File: config.mk
export PLATFORM = sky130hd
export DESIGN_NAME = move_arbiter
export DESIGN_NICKNAME = d
export VERILOG_FILES = /design/src/rtl/tank_pkg.sv /design/src/rtl/move_checker.sv /design/src/rtl/move_arbiter.sv
export SDC_FILE = /design/constraint.sdc
export NUM_CORES = 1
export LEC_CHECK = 0
export CAP_MARGIN = 15
export CORE_MARGIN = 2
export CORE_UTILIZATION = 40
export CTS_CLUSTER_SIZE = 12
export DETAILED_ROUTE_END_ITERATION = 7
export SYNTH_ARGS = -nofsm -noshare
export SYNTH_HDL_FRONTEND = slang
export SYNTH_SLANG_ARGS = --single-unit
File: constraint.sdc
create_clock -name clk -period 6.1 [get_ports clk]
set_clock_uncertainty 0.05 [all_clocks]
set_input_delay 0.61 -clock clk [delete_from_list [all_inputs] [get_ports clk]]
set_output_delay 0.61 -clock clk [all_outputs]
set_load 0.03 [all_outputs]
File: src/rtl/tank_pkg.sv
// Shared encodings and geometry for the two-tank move arbiter.
package tank_pkg;

    localparam logic [1:0] DIR_UP    = 2'd0;
    localparam logic [1:0] DIR_DOWN  = 2'd1;
    localparam logic [1:0] DIR_LEFT  = 2'd2;
    localparam logic [1:0] DIR_RIGHT = 2'd3;

    localparam int TANK_SIZE     = 9;
    localparam int STEP          = 9;
    localparam int X_MAX         = 151;
    localparam int Y_MAX         = 111;
    localparam int ISSUE_TIMEOUT = 15;

    typedef enum logic [1:0] {
        ST_IDLE   = 2'd0,
        ST_ISSUE  = 2'd1,
        ST_MOVING = 2'd2
    } tank_state_e;

    typedef enum logic {
        PH_WAIT = 1'b0,
        PH_RUN  = 1'b1
    } phase_e;

    function automatic logic [8:0] abs_diff9(input logic [8:0] a, input logic [8:0] b);
        return (a >= b) ? (a - b) : (b - a);
    endfunction

endpackage

File: src/rtl/move_checker.sv
// Combinational legality check for one proposed move: playfield bounds plus overlap with the other tank.
module move_checker #(
    parameter int TANK_SIZE = tank_pkg::TANK_SIZE,
    parameter int STEP      = tank_pkg::STEP,
    parameter int X_MAX     = tank_pkg::X_MAX,
    parameter int Y_MAX     = tank_pkg::Y_MAX
) (
    input  logic [7:0] x,
    input  logic [6:0] y,
    input  logic [1:0] dir,
    input  logic [8:0] other_x,
    input  logic [8:0] other_y,
    output logic [8:0] tgt_x,
    output logic [8:0] tgt_y,
    output logic       legal
);
    import tank_pkg::*;

    localparam logic [8:0] STEP9 = 9'(STEP);
    localparam logic [8:0] SIZE9 = 9'(TANK_SIZE);
    localparam logic [8:0] XMAX9 = 9'(X_MAX);
    localparam logic [8:0] YMAX9 = 9'(Y_MAX);

    logic [8:0] x9;
    logic [8:0] y9;
    logic [8:0] dx;
    logic [8:0] dy;
    logic       in_bounds;

    assign x9 = {1'b0, x};
    assign y9 = {2'b00, y};

    // Widened to 9 bits so x+STEP / y+STEP can never wrap past the limit check.
    always_comb begin
        tgt_x     = x9;
        tgt_y     = y9;
        in_bounds = 1'b0;
        case (dir)
            DIR_UP: begin
                in_bounds = (y9 >= STEP9);
                tgt_y     = y9 - STEP9;
            end
            DIR_DOWN: begin
                tgt_y     = y9 + STEP9;
                in_bounds = (tgt_y <= YMAX9);
            end
            DIR_LEFT: begin
                in_bounds = (x9 >= STEP9);
                tgt_x     = x9 - STEP9;
            end
            default: begin
                tgt_x     = x9 + STEP9;
                in_bounds = (tgt_x <= XMAX9);
            end
        endcase
        dx    = abs_diff9(tgt_x, other_x);
        dy    = abs_diff9(tgt_y, other_y);
        legal = in_bounds && !((dx < SIZE9) && (dy < SIZE9));
    end

endmodule

File: src/rtl/move_arbiter.sv
// Two-tank move arbiter: one shared legality check per cycle, round-robin between requesting idle tanks.
module move_arbiter #(
    parameter int TANK_SIZE     = tank_pkg::TANK_SIZE,
    parameter int STEP          = tank_pkg::STEP,
    parameter int X_MAX         = tank_pkg::X_MAX,
    parameter int Y_MAX         = tank_pkg::Y_MAX,
    parameter int ISSUE_TIMEOUT = tank_pkg::ISSUE_TIMEOUT
) (
    input  logic       clk,
    input  logic       resetn,
    input  logic       start,
    input  logic       p1_req,
    input  logic [1:0] p1_dir,
    input  logic       p2_req,
    input  logic [1:0] p2_dir,
    input  logic [7:0] t1_x,
    input  logic [6:0] t1_y,
    input  logic [7:0] t2_x,
    input  logic [6:0] t2_y,
    input  logic       t1_moving,
    input  logic       t2_moving,
    output logic [2:0] t1_direction,
    output logic [2:0] t2_direction,
    output logic [1:0] t1_facing,
    output logic [1:0] t2_facing,
    output logic       t1_blocked,
    output logic       t2_blocked,
    output logic       t1_fault,
    output logic       t2_fault
);
    import tank_pkg::*;

    localparam int TW = $clog2(ISSUE_TIMEOUT + 1);

    logic [7:0] x_in [2];
    logic [6:0] y_in [2];
    logic [1:0] dir_in [2];
    logic       req_in [2];
    logic       moving_in [2];

    assign x_in[0] = t1_x;      assign x_in[1] = t2_x;
    assign y_in[0] = t1_y;      assign y_in[1] = t2_y;
    assign dir_in[0] = p1_dir;  assign dir_in[1] = p2_dir;
    assign req_in[0] = p1_req;  assign req_in[1] = p2_req;
    assign moving_in[0] = t1_moving;
    assign moving_in[1] = t2_moving;

    phase_e      phase_q, phase_d;
    logic        ptr_q, ptr_d;
    tank_state_e state_q [2];
    tank_state_e state_d [2];
    logic [8:0]  tgt_x_q [2];
    logic [8:0]  tgt_x_d [2];
    logic [8:0]  tgt_y_q [2];
    logic [8:0]  tgt_y_d [2];
    logic [2:0]  cmd_q [2];
    logic [2:0]  cmd_d [2];
    logic [1:0]  facing_q [2];
    logic [1:0]  facing_d [2];
    logic        blocked_q [2];
    logic        blocked_d [2];
    logic        fault_q [2];
    logic        fault_d [2];
    logic [TW-1:0] timer_q [2];
    logic [TW-1:0] timer_d [2];

    logic [1:0] elig;
    logic       eval_en;
    logic       sel;
    logic       oth;
    logic [8:0] other_x;
    logic [8:0] other_y;
    logic [8:0] chk_tx;
    logic [8:0] chk_ty;
    logic       chk_legal;

    // A tank already committed to a move is represented by where it is going, not where it is.
    always_comb begin
        elig[0] = (phase_q == PH_RUN) && (state_q[0] == ST_IDLE) && req_in[0];
        elig[1] = (phase_q == PH_RUN) && (state_q[1] == ST_IDLE) && req_in[1];
        eval_en = |elig;
        sel     = (elig[0] && elig[1]) ? ptr_q : elig[1];
        oth     = ~sel;
        if (state_q[oth] != ST_IDLE) begin
            other_x = tgt_x_q[oth];
            other_y = tgt_y_q[oth];
        end else begin
            other_x = {1'b0, x_in[oth]};
            other_y = {2'b00, y_in[oth]};
        end
    end

    move_checker #(
        .TANK_SIZE(TANK_SIZE),
        .STEP     (STEP),
        .X_MAX    (X_MAX),
        .Y_MAX    (Y_MAX)
    ) u_checker (
        .x      (x_in[sel]),
        .y      (y_in[sel]),
        .dir    (dir_in[sel]),
        .other_x(other_x),
        .other_y(other_y),
        .tgt_x  (chk_tx),
        .tgt_y  (chk_ty),
        .legal  (chk_legal)
    );

    always_comb begin
        phase_d = (phase_q == PH_WAIT && start) ? PH_RUN : phase_q;
        ptr_d   = eval_en ? ~ptr_q : ptr_q;
        for (int i = 0; i < 2; i++) begin
            state_d[i]   = state_q[i];
            tgt_x_d[i]   = tgt_x_q[i];
            tgt_y_d[i]   = tgt_y_q[i];
            cmd_d[i]     = cmd_q[i];
            facing_d[i]  = facing_q[i];
            blocked_d[i] = 1'b0;
            fault_d[i]   = fault_q[i];
            timer_d[i]   = timer_q[i];
            case (state_q[i])
                ST_IDLE: begin
                    cmd_d[i] = 3'b000;
                    if (eval_en && (sel == i[0])) begin
                        facing_d[i] = dir_in[i];
                        if (chk_legal) begin
                            state_d[i] = ST_ISSUE;
                            tgt_x_d[i] = chk_tx;
                            tgt_y_d[i] = chk_ty;
                            cmd_d[i]   = {1'b1, dir_in[i]};
                            timer_d[i] = '0;
                        end else begin
                            blocked_d[i] = 1'b1;
                        end
                    end
                end
                ST_ISSUE: begin
                    if (moving_in[i]) begin
                        state_d[i] = ST_MOVING;
                        cmd_d[i]   = 3'b000;
                    end else if (timer_q[i] == TW'(ISSUE_TIMEOUT - 1)) begin
                        state_d[i] = ST_IDLE;
                        fault_d[i] = 1'b1;
                        cmd_d[i]   = 3'b000;
                    end else begin
                        timer_d[i] = timer_q[i] + 1'b1;
                    end
                end
                ST_MOVING: begin
                    cmd_d[i] = 3'b000;
                    if (!moving_in[i]) begin
                        state_d[i] = ST_IDLE;
                    end
                end
                default: begin
                    state_d[i] = ST_IDLE;
                    cmd_d[i]   = 3'b000;
                end
            endcase
        end
    end

    always_ff @(posedge clk) begin
        if (!resetn) begin
            phase_q <= PH_WAIT;
            ptr_q   <= 1'b0;
            for (int i = 0; i < 2; i++) begin
                state_q[i]   <= ST_IDLE;
                tgt_x_q[i]   <= '0;
                tgt_y_q[i]   <= '0;
                cmd_q[i]     <= 3'b000;
                facing_q[i]  <= 2'b00;
                blocked_q[i] <= 1'b0;
                fault_q[i]   <= 1'b0;
                timer_q[i]   <= '0;
            end
        end else begin
            phase_q <= phase_d;
            ptr_q   <= ptr_d;
            for (int i = 0; i < 2; i++) begin
                state_q[i]   <= state_d[i];
                tgt_x_q[i]   <= tgt_x_d[i];
                tgt_y_q[i]   <= tgt_y_d[i];
                cmd_q[i]     <= cmd_d[i];
                facing_q[i]  <= facing_d[i];
                blocked_q[i] <= blocked_d[i];
                fault_q[i]   <= fault_d[i];
                timer_q[i]   <= timer_d[i];
            end
        end
    end

    assign t1_direction = cmd_q[0];
    assign t2_direction = cmd_q[1];
    assign t1_facing    = facing_q[0];
    assign t2_facing    = facing_q[1];
    assign t1_blocked   = blocked_q[0];
    assign t2_blocked   = blocked_q[1];
    assign t1_fault     = fault_q[0];
    assign t2_fault     = fault_q[1];

endmodule

Yosys cells after proc, flatten, opt, wreduce, memory -nomap -nowiden
Memory sizes are Yosys's and may differ from the RTL's. Cells that the tools add are included. W data, S select, Z words.

$add $sub $neg: 10. Order comparisons: 10. Equality and inequality tests: 14. Mux-type cells: 100. Bitwise operators: 21. Reductions and logical operators: 19.

Operators by type and width (count): $mux W9 (20); $mux W8 (6); $mux W2 (21); $mux W7 (6); $mux W4 (10); $pmux W9 S2 (2); $sub A9 B9 Y9 (4); $mux W3 (10); $ge A9 B9 Y1 (2); $lt A9 B4 Y1 const B (2); $mux W1 (18); $or A1 B1 Y1 (16); $pmux W4 S2 (2); $pmux W2 S3 (2); $pmux W3 S2 (2); $logic_and A1 B1 Y1 (10); $add A8 B4 Y9 const B (1); $le A9 B7 Y1 const B (1); $le A9 B8 Y1 const B (1); $sub A8 B4 Y9 const B (1); $add A4 B1 Y4 const B (2); $add A7 B4 Y8 const B (1); $eq A4 B4 Y1 const B (2); $ge A8 B4 Y1 const B (1); 16 further kinds (31).

Register bits after elaboration: 2. Bits in writable memories: 62. Input bits: 41. Output and inout port bits: 14. Word-level logic and storage cells: 184. Memories: 8.

Memories: tgt_x_q (words 2, bits a word 9, rd ports 1, clocked after memory_dff 0, write ports 2, RTL line move_arbiter.sv:52) `logic [8:0] tgt_x_q [2];`; tgt_y_q (words 2, bits a word 9, rd ports 1, clocked after memory_dff 0, write ports 2, RTL line move_arbiter.sv:54) `logic [8:0] tgt_y_q [2];`; timer_q (words 2, bits a word 4, rd ports 2, clocked after memory_dff 0, write ports 2, RTL line move_arbiter.sv:64) `logic [TW-1:0] timer_q [2];`; cmd_q (words 2, bits a word 3, rd ports 2, clocked after memory_dff 0, write ports 2, RTL line move_arbiter.sv:56) `logic [2:0] cmd_q [2];`; facing_q (words 2, bits a word 2, rd ports 2, clocked after memory_dff 0, write ports 2, RTL line move_arbiter.sv:58) `logic [1:0] facing_q [2];`; state_q (words 2, bits a word 2, rd ports 3, clocked after memory_dff 0, write ports 2, RTL line move_arbiter.sv:50) `tank_state_e state_q [2];`; 2 more memories.

Depth between registers and ports, before layout
Gate-level depths: netlist of run 1. An unclocked memory read counts as a cell.

Depth in word-level cells: 23. Gate-level depth with buffers: 29. Mapped depth without buffers: 24.

By module
Synthesis of run 1 repeated with hierarchy kept, for this count alone.

Cell total of the unflattened synthesis: 664. Area, all modules: 5661.7 um2.

By module, submodules not included: move_arbiter (instances 1, cells an instance 304, area each 3191.8 um2, sequential area each 1641.6 um2); move_checker (instances 1, cells an instance 360, area each 2469.9 um2, sequential area each 0.0 um2).

Worst setup path before layout of run 1
Ideal clock, no wire load.

Path kind: input to register. From: input port p1_req. To: memory tgt_x_q[1][0], enable pin. Library setup time: 401 ps. Arrival time: 6047 ps. Data required time: 5649 ps. Slack: -399 ps. Stages: 26. Buffers on the path: 4. Cells stage by stage: nand4bb_1 > o21ai_2 > buf_2 > clkbuf_1 > buf_2 > buf_2 > mux2i_1 > inv_1 > ha_1 > inv_1 > nor2_1 > o21ai_0 > nor3_1 > a31oi_1 > nor2_1 > xor2_1 > ha_1 > a21oi_1 > o221ai_2 > a31o_4 > nand2_2 > mux2i_1 > a21boi_0 > xnor2_1 > o31ai_4 > o21ai_1.

RTL lines: start, declared (RTL line move_arbiter.sv:12) `input logic p1_req,`; end, declared (RTL line move_arbiter.sv:52).

==> flow_summary.toml, run 1 <==
[status]
status = "complete, no violations"

[place]
gp_congestion = 0.9132
place_inst = 1070
portBuffers = 54
dp_hpwl_mm = 14.96

[grt]
grt_use_total_pct = 23.31
grt_max_degree = 34
grt_pass1_wl_mm = 30.42
grt-ovfl-total = 0
antenna_found_initial = 0
grt_pass1_vias = 6116

[routing]
drtPass1Iterations = 5
wirelength_mm = 18.72
wire_per_inst_um = 17.25
drc = 0
vias = 6054
drt-initial-drc-count = 406
ant_nets = 0
via_per_inst = 5.580

[power]
sw_frac_of_total_pct = 37.44
p_total_w = 0.001969
leakagePower_nw = 3.352
power_frac_seq_pct = 25.4
p_clk_share_pct = 25.0
vdd_drop_max_v = 0.0001612
pwr-share-comb_pct = 49.6
internal_power_w = 0.001232
switchingPower_w = 0.0007372
power_density_nw_per_um2 = 252.6

[synthesis]
yosysMostFrequentCell = "nand2_1"
syn_inst = 785
async_flop_share_pct = 0
synth_top_area_cell = "edfxtp_1"
synth_top_area_share_pct = 17.46
ys_seq_area_share_pct = 26.51
synth_area_leaders = "edfxtp_1, ha_1, dfxtp_1, nand2_1, mux2i_1"
synthesis.nets = 875
synth_area_um2 = 6192
netlist_top_cells_count = "nand2_1, nor2_1, nand3_1"
synthFlopType = "edfxtp_1"
netlist-cell-type-count = 76
ys_ff_latch = 64
ys_warn_count = 0
synth_area_per_cell_um2 = 7.888
synth-edff-count = 36

[sta]
post-route-min-period_ns = 5.856
setup_viol = 0
slew_headroom_pct = 27.30
whs_ns = 0.4167
timing.final.crit_share_pct = 96.00
fmax_mhz = 170.8
hold_violations = 0
tightest_slew_ns = 1.087
finalMaxSlewViolations = 0

[cts]
cts_buffer_depth = 2
cts_buffers = 9
cts.clk_slew.worst_paths_ns = 0.05
htreeDepth = 3
cts_setup_buffers = 0
cts_sinks = 64
clk_latency_ns = 0.33
cts_tree = "yes"
cts-root-buf = "clkbuf_16"

[worst_setup_path]
start_kind = "primary input"
worst_ep_required_time_ns = 6.13
cp-end-kind = "flop"
worstPathArrival_ns = 5.89
critPathKind = "primary input to flop"
critPathMaxFanout = 18

[job]
drv_cap = 0

[min_path]
hold_path.class = "flop to flop"

[finish]
drive_above_1_share_pct = 15.94
syn_to_final_growth_pct = 25.86
multi_input_area_um2 = 4258
regArea_um2 = 1642
n_antenna_cell = 0
fillers = 1414
nNetsFinal = 983
fin_cells = 1085

[die]
core_area_um2 = 15150
fp.dieArea_um2 = 16490
die_y_um = 128.4
rows = 45
io_pins = 55
die_width_um = 128.4
start_util_pct = 40.88
power by group through the flow:
stage / Sequential [W] / Clock [W] / Combinational, W
floorplan: 0.000511 / 0 / 0.000623
global placement: 0.000506 / 0 / 0.000934
detailed placement: 0.000508 / 0 / 0.000949
CTS: 0.000499 / 0.000501 / 0.000953
global route: 0.000502 / 0.000520 / 0.00107
finish: 0.000499 / 0.000492 / 0.000977
path summary, 6_finish.rpt:
check | slack [ns] | depth (start not counted) | from | endpoint
worst max-delay path | 0.24 | 23 | p1_req | tgt_x_q[0][8]
worst min register to register | 0.42 | 1 | fault_q[0][1] | fault_q[0][1]
worst min-delay path | 0.42 | 1 | fault_q[0][1] | fault_q[0][1]
worst max register to register | 0.59 | 23 | state_q[1][0] | tgt_x_q[0][8]
cell type report:
| class | instances | share of cell area, % |
|---|---|---|
| Timing Repair Buffer | 134 | 15.12 |
| Clock inverter | 2 | 0.1445 |
| Tap cell | 188 | 3.018 |
| Inverter | 50 | 2.408 |
| Sequential cell | 64 | 21.06 |
| Multi-Input combinational cell | 634 | 54.63 |
| Clock buffer | 13 | 3.612 |
critical path: stages:
cell and delay (ns):
clkdlybuf4s50_1 0.48, nand4bb_1 0.20, o21ai_4 0.30, mux2i_4 0.31, ha_1 0.21, a21oi_1 0.12, nor4b_2 0.26, xor2_1 0.10
nor2_1 0.09, a211oi_1 0.06, a21oi_1 0.35, ha_2 0.40, nand3_2 0.14, o32ai_4 0.11, o31ai_4 0.40, mux2i_2 0.33
xor2_1 0.17, nand4b_1 0.11, a2111o_1 0.37, o31a_4 0.34, nand2_1 0.11, nand2_2 0.08, buf_12 0.22
cell usage in the layout, fill, tap and decap left out, drive strengths merged, types with 6 or more instances in the layout:
cell type,count
inv,51
nand3,56
xor2,16
a21o,6
mux2i,30
mux2,6
a21boi,11
a211oi,9
nand2b,7
clkdlybuf4s50,54
edfxtp,36
xnor2,16
o21ai,39
nand2,133
buf,80
nor2b,10
nor2,58
a31oi,7
o211ai,8
nor3,18
a21oi,44
clkbuf,13
dfxtp,28
o21a,6
or3,7
or2,6
and3,11
and2,21
ha,45
stage by stage:
step	area, µm²	setup slack, ns	util (%)	TNS (ns)
3_5_place_dp	7438	-0.2177	49.11	-13.74
4_1_cts	7731	0.1223	51.04	0
2_1_floorplan	6200	0.08186	-	0
5_1_grt	7794	-0.009496	51.46	-0.06163
6_report	7794	0.2440	51.46	0
3_3_place_gp	7438	-0.1205	49.11	-6.047
cell families after synthesis:
family / Yosys count / share of synthesized area [%]
simple gates: 353 / 27.54
buf+inv: 87 / 5.961
compound gates: 164 / 19.14
fa+ha+maj: 49 / 10.39
xor+xnor: 32 / 4.526
mux: 36 / 5.941
flops: 64 / 26.51
timing repair:
item	CTS	global route
gates resized for setup	0	14
endpoints found under the setup margin	0	85
hold buffers	0	0
flip-flops by register name, indices dropped and copies added, names as in the netlist:
register and count:
blocked_q 2, cmd_q 6, facing_q 4, fault_q 2
phase_q 1, ptr_q 1, state_q 4, tgt_x_q 18
tgt_y_q 18, timer_q 8
metal layers:
| metal | part of all wire (%) | track usage, % |
|---|---|---|
| met2 | 47 | 38.64 |
| met3 | 4.6 | 2.869 |
| met4 | 2.5 | 9.244 |
| met1 | 46 | 30.99 |
| met5 | 0 | 0 |
No activity file was read; power rests on OpenSTA's default activity.
==> run 2, diff against run 1 <==
--- a/config.mk
+++ b/config.mk
@@ -6,10 +6,12 @@
 export NUM_CORES = 1
 export LEC_CHECK = 0
 export CAP_MARGIN = 15
+export CORE_ASPECT_RATIO = 1.2
 export CORE_MARGIN = 2
 export CORE_UTILIZATION = 40
 export CTS_CLUSTER_SIZE = 12
 export DETAILED_ROUTE_END_ITERATION = 7
+export PLACE_DENSITY = 0.71
 export SYNTH_ARGS = -nofsm -noshare
 export SYNTH_HDL_FRONTEND = slang
 export SYNTH_SLANG_ARGS = --single-unit
==> run 2 against run 1 <==
Against the previous run: final cell count is 0.18% higher; clock power is 5.9% lower; combinational power is 2.1% lower; critical path depth increased by 1; register-to-register slack lost 0.07 ns; count of clock-buffer cells in the layout decreased by 3; global-route usage shrank 2.3 points; sequential share of layout area about the same; total power shrank 2.6%; worst hold slack improved by 0.0054 ns; via count fell by 1.6%; final area fell by 0.16%.
==> flow_summary.toml, run 2 (synthesis gave the netlist of run 1 again) <==
[place]
dp_hpwl_mm = 13.32
pre_cts_ws_ns = -0.1059
gp_congestion = 0.9273
portBuffers = 54

[finish]
syn_to_final_growth_pct = 25.66
top_regs = "tgt_x_q (18), tgt_y_q (18), timer_q (8)"
multi_input_area_um2 = 4318
final_cell_mix = "nand2_1, nor2_1, buf_4"
regArea_um2 = 1642
final_common_cell = "nand2_1"
n_antenna_cell = 0
nNetsFinal = 968
fillers = 1464
drive_above_1_share_pct = 15.40

[sta]
post-route-min-period_ns = 5.885
tightest_slew_ns = 1.167
setup_viol = 0
hold_violations = 0
timing.final.crit_share_pct = 96.48
slew_headroom_pct = 21.97
fmax_mhz = 169.9
fin_ws_ns = 0.2148
finalMaxSlewViolations = 0

[worst_setup_path]
path_buf_inv = 3
worstPathArrival_ns = 5.93
rr_worst_depth = 23
worst_ep_required_time_ns = 6.14
path_cells = "clkdlybuf4s50_1 -> nand4bb_1 -> o21ai_4 -> buf_12 -> mux2i_4 -> ha_2 -> a21oi_1 -> nor4b_2 -> xor2_1 -> nor2_1 -> a211oi_2 -> a21oi_2 -> ha_2 -> a21oi_2 -> o21ai_1 -> o31ai_4 -> mux2i_2 -> xor2_1 -> nand4b_1 -> a2111o_1 -> o31a_4 -> nand2_2 -> nand2_4 -> clkbuf_16"
crit_path_end = "tgt_y_q[0][8]"
critPathMaxFanout = 5
critical_path.slowest_cell = "clkdlybuf4s50_1"
cp.depth = 24
critPathKind = "primary input to flop"
cpPeakStageDelay_ns = 0.45
cp-end-kind = "flop"
r2r_setup_slack_ns = 0.52
start_kind = "primary input"
cp_top_family = "compound AO/OA/AOI/OAI gates"
reg2reg_to = "tgt_y_q[0][8]"
cp-startpoint = "p1_req"
r2r-start = "state_q[0][0]"

[cts]
cts_sinks = 64
cts_buffer_depth = 2
cts.clk_slew.worst_paths_ns = 0.05
cts_buffers = 9
cts_tree = "yes"
htreeDepth = 3
cts-root-buf = "clkbuf_16"
clk_latency_ns = 0.33

[grt]
grt_max_degree = 40
grt_use_total_pct = 21.04
grt_pass1_wl_mm = 28.15
grt-ovfl-total = 0
antenna_found_initial = 0
grt_pass1_vias = 5846

[die]
io_pins = 55
core_area_um2 = 15080
start_util_pct = 41.06
die_y_um = 140.3
die_width_um = 117.6
fp.dieArea_um2 = 16500
rows = 49

[power]
internal_power_w = 0.001182
switchingPower_w = 0.0007356
p_total_w = 0.001917
p_clk_share_pct = 24.1
power_frac_seq_pct = 26.0
pwr-share-comb_pct = 49.9
vdd_drop_max_v = 0.0001840
power_density_nw_per_um2 = 246.4
sw_frac_of_total_pct = 38.37
leakagePower_nw = 3.294

[routing]
drt-initial-drc-count = 449
wire_per_inst_um = 16.29
drc = 0
drtPass1Iterations = 6
vias = 5958
wirelength_mm = 17.71
ant_nets = 0
via_per_inst = 5.481

[status]
status = "complete, no violations"

[min_path]
min_from = "fault_q[0][1]"
hold_path.class = "flop to flop"

[job]
drv_cap = 0
-- run 2: how the worst min path moves through the flow --
| stage | endpoint | slack (ns) | cells past startpoint |
|---|---|---|---|
| 2_1_floorplan | timer_q[0][3] | 0.39 | 2 |
| 3_3_place_gp | fault_q[0][0] | 0.41 | 1 |
| 3_5_place_dp | fault_q[0][0] | 0.40 | 1 |
| 4_1_cts | timer_q[0][3] | 0.43 | 2 |
| 5_1_grt | fault_q[0][0] | 0.44 | 1 |
| 6_report | fault_q[0][1] | 0.42 | 1 |
-- run 2: metrics by stage --
| step | TNS, ns | util [%] | hold slack, ns | area [µm²] | std cells |
|---|---|---|---|---|---|
| after global placement | -2.262 | 48.31 | 0.4078 | 7286 | 1063 |
| after floorplan | 0 | - | 0.3933 | 6200 | 785 |
| after detailed placement | -4.737 | 48.31 | 0.4048 | 7286 | 1063 |
| after global routing | -0.9255 | 51.59 | 0.4363 | 7781 | 1087 |
| after CTS | 0 | 50.11 | 0.4294 | 7557 | 1079 |
| final | 0 | 51.59 | 0.4222 | 7781 | 1087 |
-- run 2: worst reg2reg max path: cells and delay by family (launching register included) --
kind | cells | cell delay, ns
AOI/OAI and AO/OA | 9 | 2.15
and+or+nand+nor | 6 | 0.94
muxes | 2 | 0.58
adders and majority gates | 2 | 0.56
buffers and inverters | 2 | 0.38
DFF | 1 | 0.34
xor gates and xnor gates | 2 | 0.33
-- run 2: power by group through the flow --
stage               registers [W]  logic (W)  clock network, W
floorplan                0.000511   0.000623                 0
global placement         0.000506   0.000885                 0
detailed placement       0.000507   0.000890                 0
CTS                      0.000498   0.000895          0.000468
global route             0.000501    0.00105          0.000486
finish                   0.000499   0.000956          0.000463
-- run 2: layout make-up --
| cell class | count | area share, % |
|---|---|---|
| clock buffers | 10 | 3.071 |
| clock inverters | 6 | 0.4181 |
| well taps | 204 | 3.280 |
| multi-input cells | 634 | 55.49 |
| repair buffers | 119 | 14.23 |
| flip-flops and latches | 64 | 21.10 |
| inverters | 50 | 2.412 |
-- run 2: repair_timing --
action | CTS | global route
resized for setup | 0 | 27
hold buffers | 0 | 0
endpoints found under the setup margin | 0 | 84
setup buffers | 0 | 6
-- run 2: routing by layer --
metal	GRT usage (%)	up-vias	routed length (µm)
li1	-	2946	-
met1	24.75	2761	7210
met2	37.49	214	8992
met3	3.339	37	967
met4	9.892	0	542
met5	0	-	0
==> run 3, diff against run 2 <==
--- a/config.mk
+++ b/config.mk
@@ -6,12 +6,14 @@
 export NUM_CORES = 1
 export LEC_CHECK = 0
 export CAP_MARGIN = 15
+export CELL_PAD_IN_SITES_DETAIL_PLACEMENT = 0
+export CELL_PAD_IN_SITES_GLOBAL_PLACEMENT = 2
 export CORE_ASPECT_RATIO = 1.2
 export CORE_MARGIN = 2
-export CORE_UTILIZATION = 40
+export CORE_UTILIZATION = 35
 export CTS_CLUSTER_SIZE = 12
 export DETAILED_ROUTE_END_ITERATION = 7
-export PLACE_DENSITY = 0.71
+export PLACE_DENSITY = 0.91
 export SYNTH_ARGS = -nofsm -noshare
 export SYNTH_HDL_FRONTEND = slang
 export SYNTH_SLANG_ARGS = --single-unit
==> constraint.sdc (replaced) <==
create_clock -name clk -period 6 [get_ports clk]
set_clock_uncertainty 0.05 [all_clocks]
set_input_delay 0.6 -clock clk [delete_from_list [all_inputs] [get_ports clk]]
set_output_delay 0.6 -clock clk [all_outputs]
set_load 0.03 [all_outputs]
==> run 3 against run 2 <==
Against the previous run: final cell count is 5.3% higher; non-clock buffer count is 42 higher; die area is 14% higher; global-route usage is 1.1 points lower; count of clock-buffer cells in the layout is 1 higher; clock power is 7.8% higher; sequential power is 2% higher; worst hold slack worse by 0.012 ns; core utilization is 5.5 points lower.
==> flow_summary.toml, run 3 (synthesis gave the netlist of run 1 again) <==
[status]
status = "complete, no violations"

[grt]
grtUsageMet3_pct = 2.324
grt_use_total_pct = 19.99
antenna_found_initial = 0
grt_use_met2_pct = 35.78
grtUsageMet1_pct = 24.67
grt-ovfl-total = 0
grt_pass1_wl_mm = 29.95
grt_max_degree = 32
grt_pass1_vias = 5940
busiest_layer = "met2"

[cts]
htreeDepth = 3
cts.clk_slew.worst_paths_ns = 0.05
cts_tree = "yes"
cts_sinks = 64
clk_latency_ns = 0.33
cts-root-buf = "clkbuf_16"
cts_buffer_depth = 2
cts_buffers = 9

[worst_setup_path]
r2r_setup_slack_ns = 0.59
critPathKind = "primary input to flop"
path_buf_inv = 6
cpPeakStageDelay_ns = 0.53
critical_path.slowest_cell = "clkdlybuf4s50_1"
worst_ep_required_time_ns = 6.03
start_kind = "primary input"
critPathMaxFanout = 18
cp-end-kind = "flop"
cp_top_family = "compound AO/OA/AOI/OAI gates"
path_cells = "clkdlybuf4s50_1 -> nand4bb_4 -> o21ai_4 -> buf_4 -> mux2i_1 -> buf_4 -> inv_1 -> ha_1 -> inv_1 -> o21ai_0 -> a22oi_1 -> xnor2_2 -> ha_1 -> a21oi_4 -> o32ai_4 -> o31ai_4 -> mux2i_2 -> xor2_1 -> nand4b_1 -> a2111o_1 -> o31a_4 -> nand2_1 -> nand2_2 -> buf_12"
worstPathArrival_ns = 5.71

[finish]
fillers = 1723
final_common_cell = "nand2_1"
stdcell_area_um2 = 8045
drive_above_1_share_pct = 18.27
n_antenna_cell = 0
syn_to_final_growth_pct = 29.93
final_cell_mix = "nand2_1, buf_4, nor2_1"
multi_input_area_um2 = 4267
final_core_util_pct = 46.13
regArea_um2 = 1642
fin_cells = 1145
top_regs = "tgt_x_q (18), tgt_y_q (18), timer_q (8)"
nNetsFinal = 1010

[die]
io_pins = 55
die_y_um = 149.7
rows = 53
die_width_um = 125.4
start_util_pct = 35.50
core_area_um2 = 17440
fp.dieArea_um2 = 18780

[sta]
slew_headroom_pct = 36.15
post-route-min-period_ns = 5.678
setup_viol = 0
timing.final.crit_share_pct = 94.64
whs_ns = 0.4100
hold_violations = 0
fmax_mhz = 176.1
finalMaxSlewViolations = 0
tns_ns = 0
tightest_slew_ns = 0.9556

[routing]
ant_nets = 0
wirelength_mm = 18.65
vias = 5982
wire_per_inst_um = 16.29
drt-initial-drc-count = 304
via_per_inst = 5.224
drc = 0
drtPass1Iterations = 5

[power]
p_clk_share_pct = 24.6
pwr-share-comb_pct = 50.4
switchingPower_w = 0.0007529
sw_frac_of_total_pct = 37.14
leakagePower_nw = 3.486
vdd_drop_max_v = 0.0001482
power_density_nw_per_um2 = 252.0
internal_power_w = 0.001274
power_frac_seq_pct = 25.0

[place]
portBuffers = 54
dpl_cell_area_um2 = 7662
gp_congestion = 0.9049
dp_hpwl_mm = 14.89
place_inst = 1126

[job]
drv_cap = 0

[min_path]
hold_path.class = "flop to flop"
-- run 3: per-stage QoR --
step | power [W] | worst slack (ns)
finish | 0.002027 | 0.3217
global route | 0.002165 | -0.05422
CTS | 0.002012 | 0.2220
detailed placement | 0.001512 | -0.1351
global placement | 0.001507 | -0.04322
floorplan | 0.001153 | 0.01095
-- run 3: power groups by stage --
stage	logic (W)	registers [W]	clock network (W)
6_report	0.00102	0.000507	0.000499
3_5_place_dp	0.000997	0.000516	0
2_1_floorplan	0.000633	0.000519	0
3_3_place_gp	0.000992	0.000515	0
4_1_cts	0.00100	0.000507	0.000505
5_1_grt	0.00113	0.000510	0.000526
-- run 3: worst paths after layout --
kind | depth (start not counted) | endpoint | startpoint
hold / removal | 2 | facing_q[0][2] | facing_q[0][2]
setup reg to reg | 24 | tgt_x_q[0][6] | state_q[1][0]
setup / recovery | 24 | tgt_x_q[0][6] | p1_req
hold reg to reg | 2 | facing_q[0][2] | facing_q[0][2]
-- run 3: worst register-to-register path, cell delays in order, from the launching register on --
cell,delay [ns]
dfxtp_1,0.39
and4bb_2,0.27
buf_4,0.15
o21ai_4,0.06
buf_4,0.17
mux2i_1,0.24
buf_4,0.18
inv_1,0.06
ha_1,0.19
inv_1,0.08
o21ai_0,0.13
a22oi_1,0.29
xnor2_2,0.18
ha_1,0.33
a21oi_4,0.18
o32ai_4,0.14
o31ai_4,0.40
mux2i_2,0.33
xor2_1,0.17
nand4b_1,0.11
a2111o_1,0.38
o31a_4,0.34
nand2_1,0.10
nand2_2,0.08
buf_12,0.18
-- run 3: timing repair --
action,CTS,global route
buffers inserted,0,3
setup endpoints to repair,0,90
resized for setup,0,16
hold buffers,0,0
-- run 3: final cells by class --
class                   count  share of cell area (%)
clock inverters             5                  0.5910
multi-input cells         634                   53.03
inverters                  50                   2.333
well taps                 220                   3.421
flip-flops and latches     64                   20.40
repair buffers            161                   17.33
clock buffers              11                   2.893
-- run 3: routing by layer --
layer  share of wire, %  vias to the layer above
met5                  0                        -
met4                2.6                        0
met3                3.2                       31
met2                 50                      121
met1                 44                     2788
li1                   -                     3042
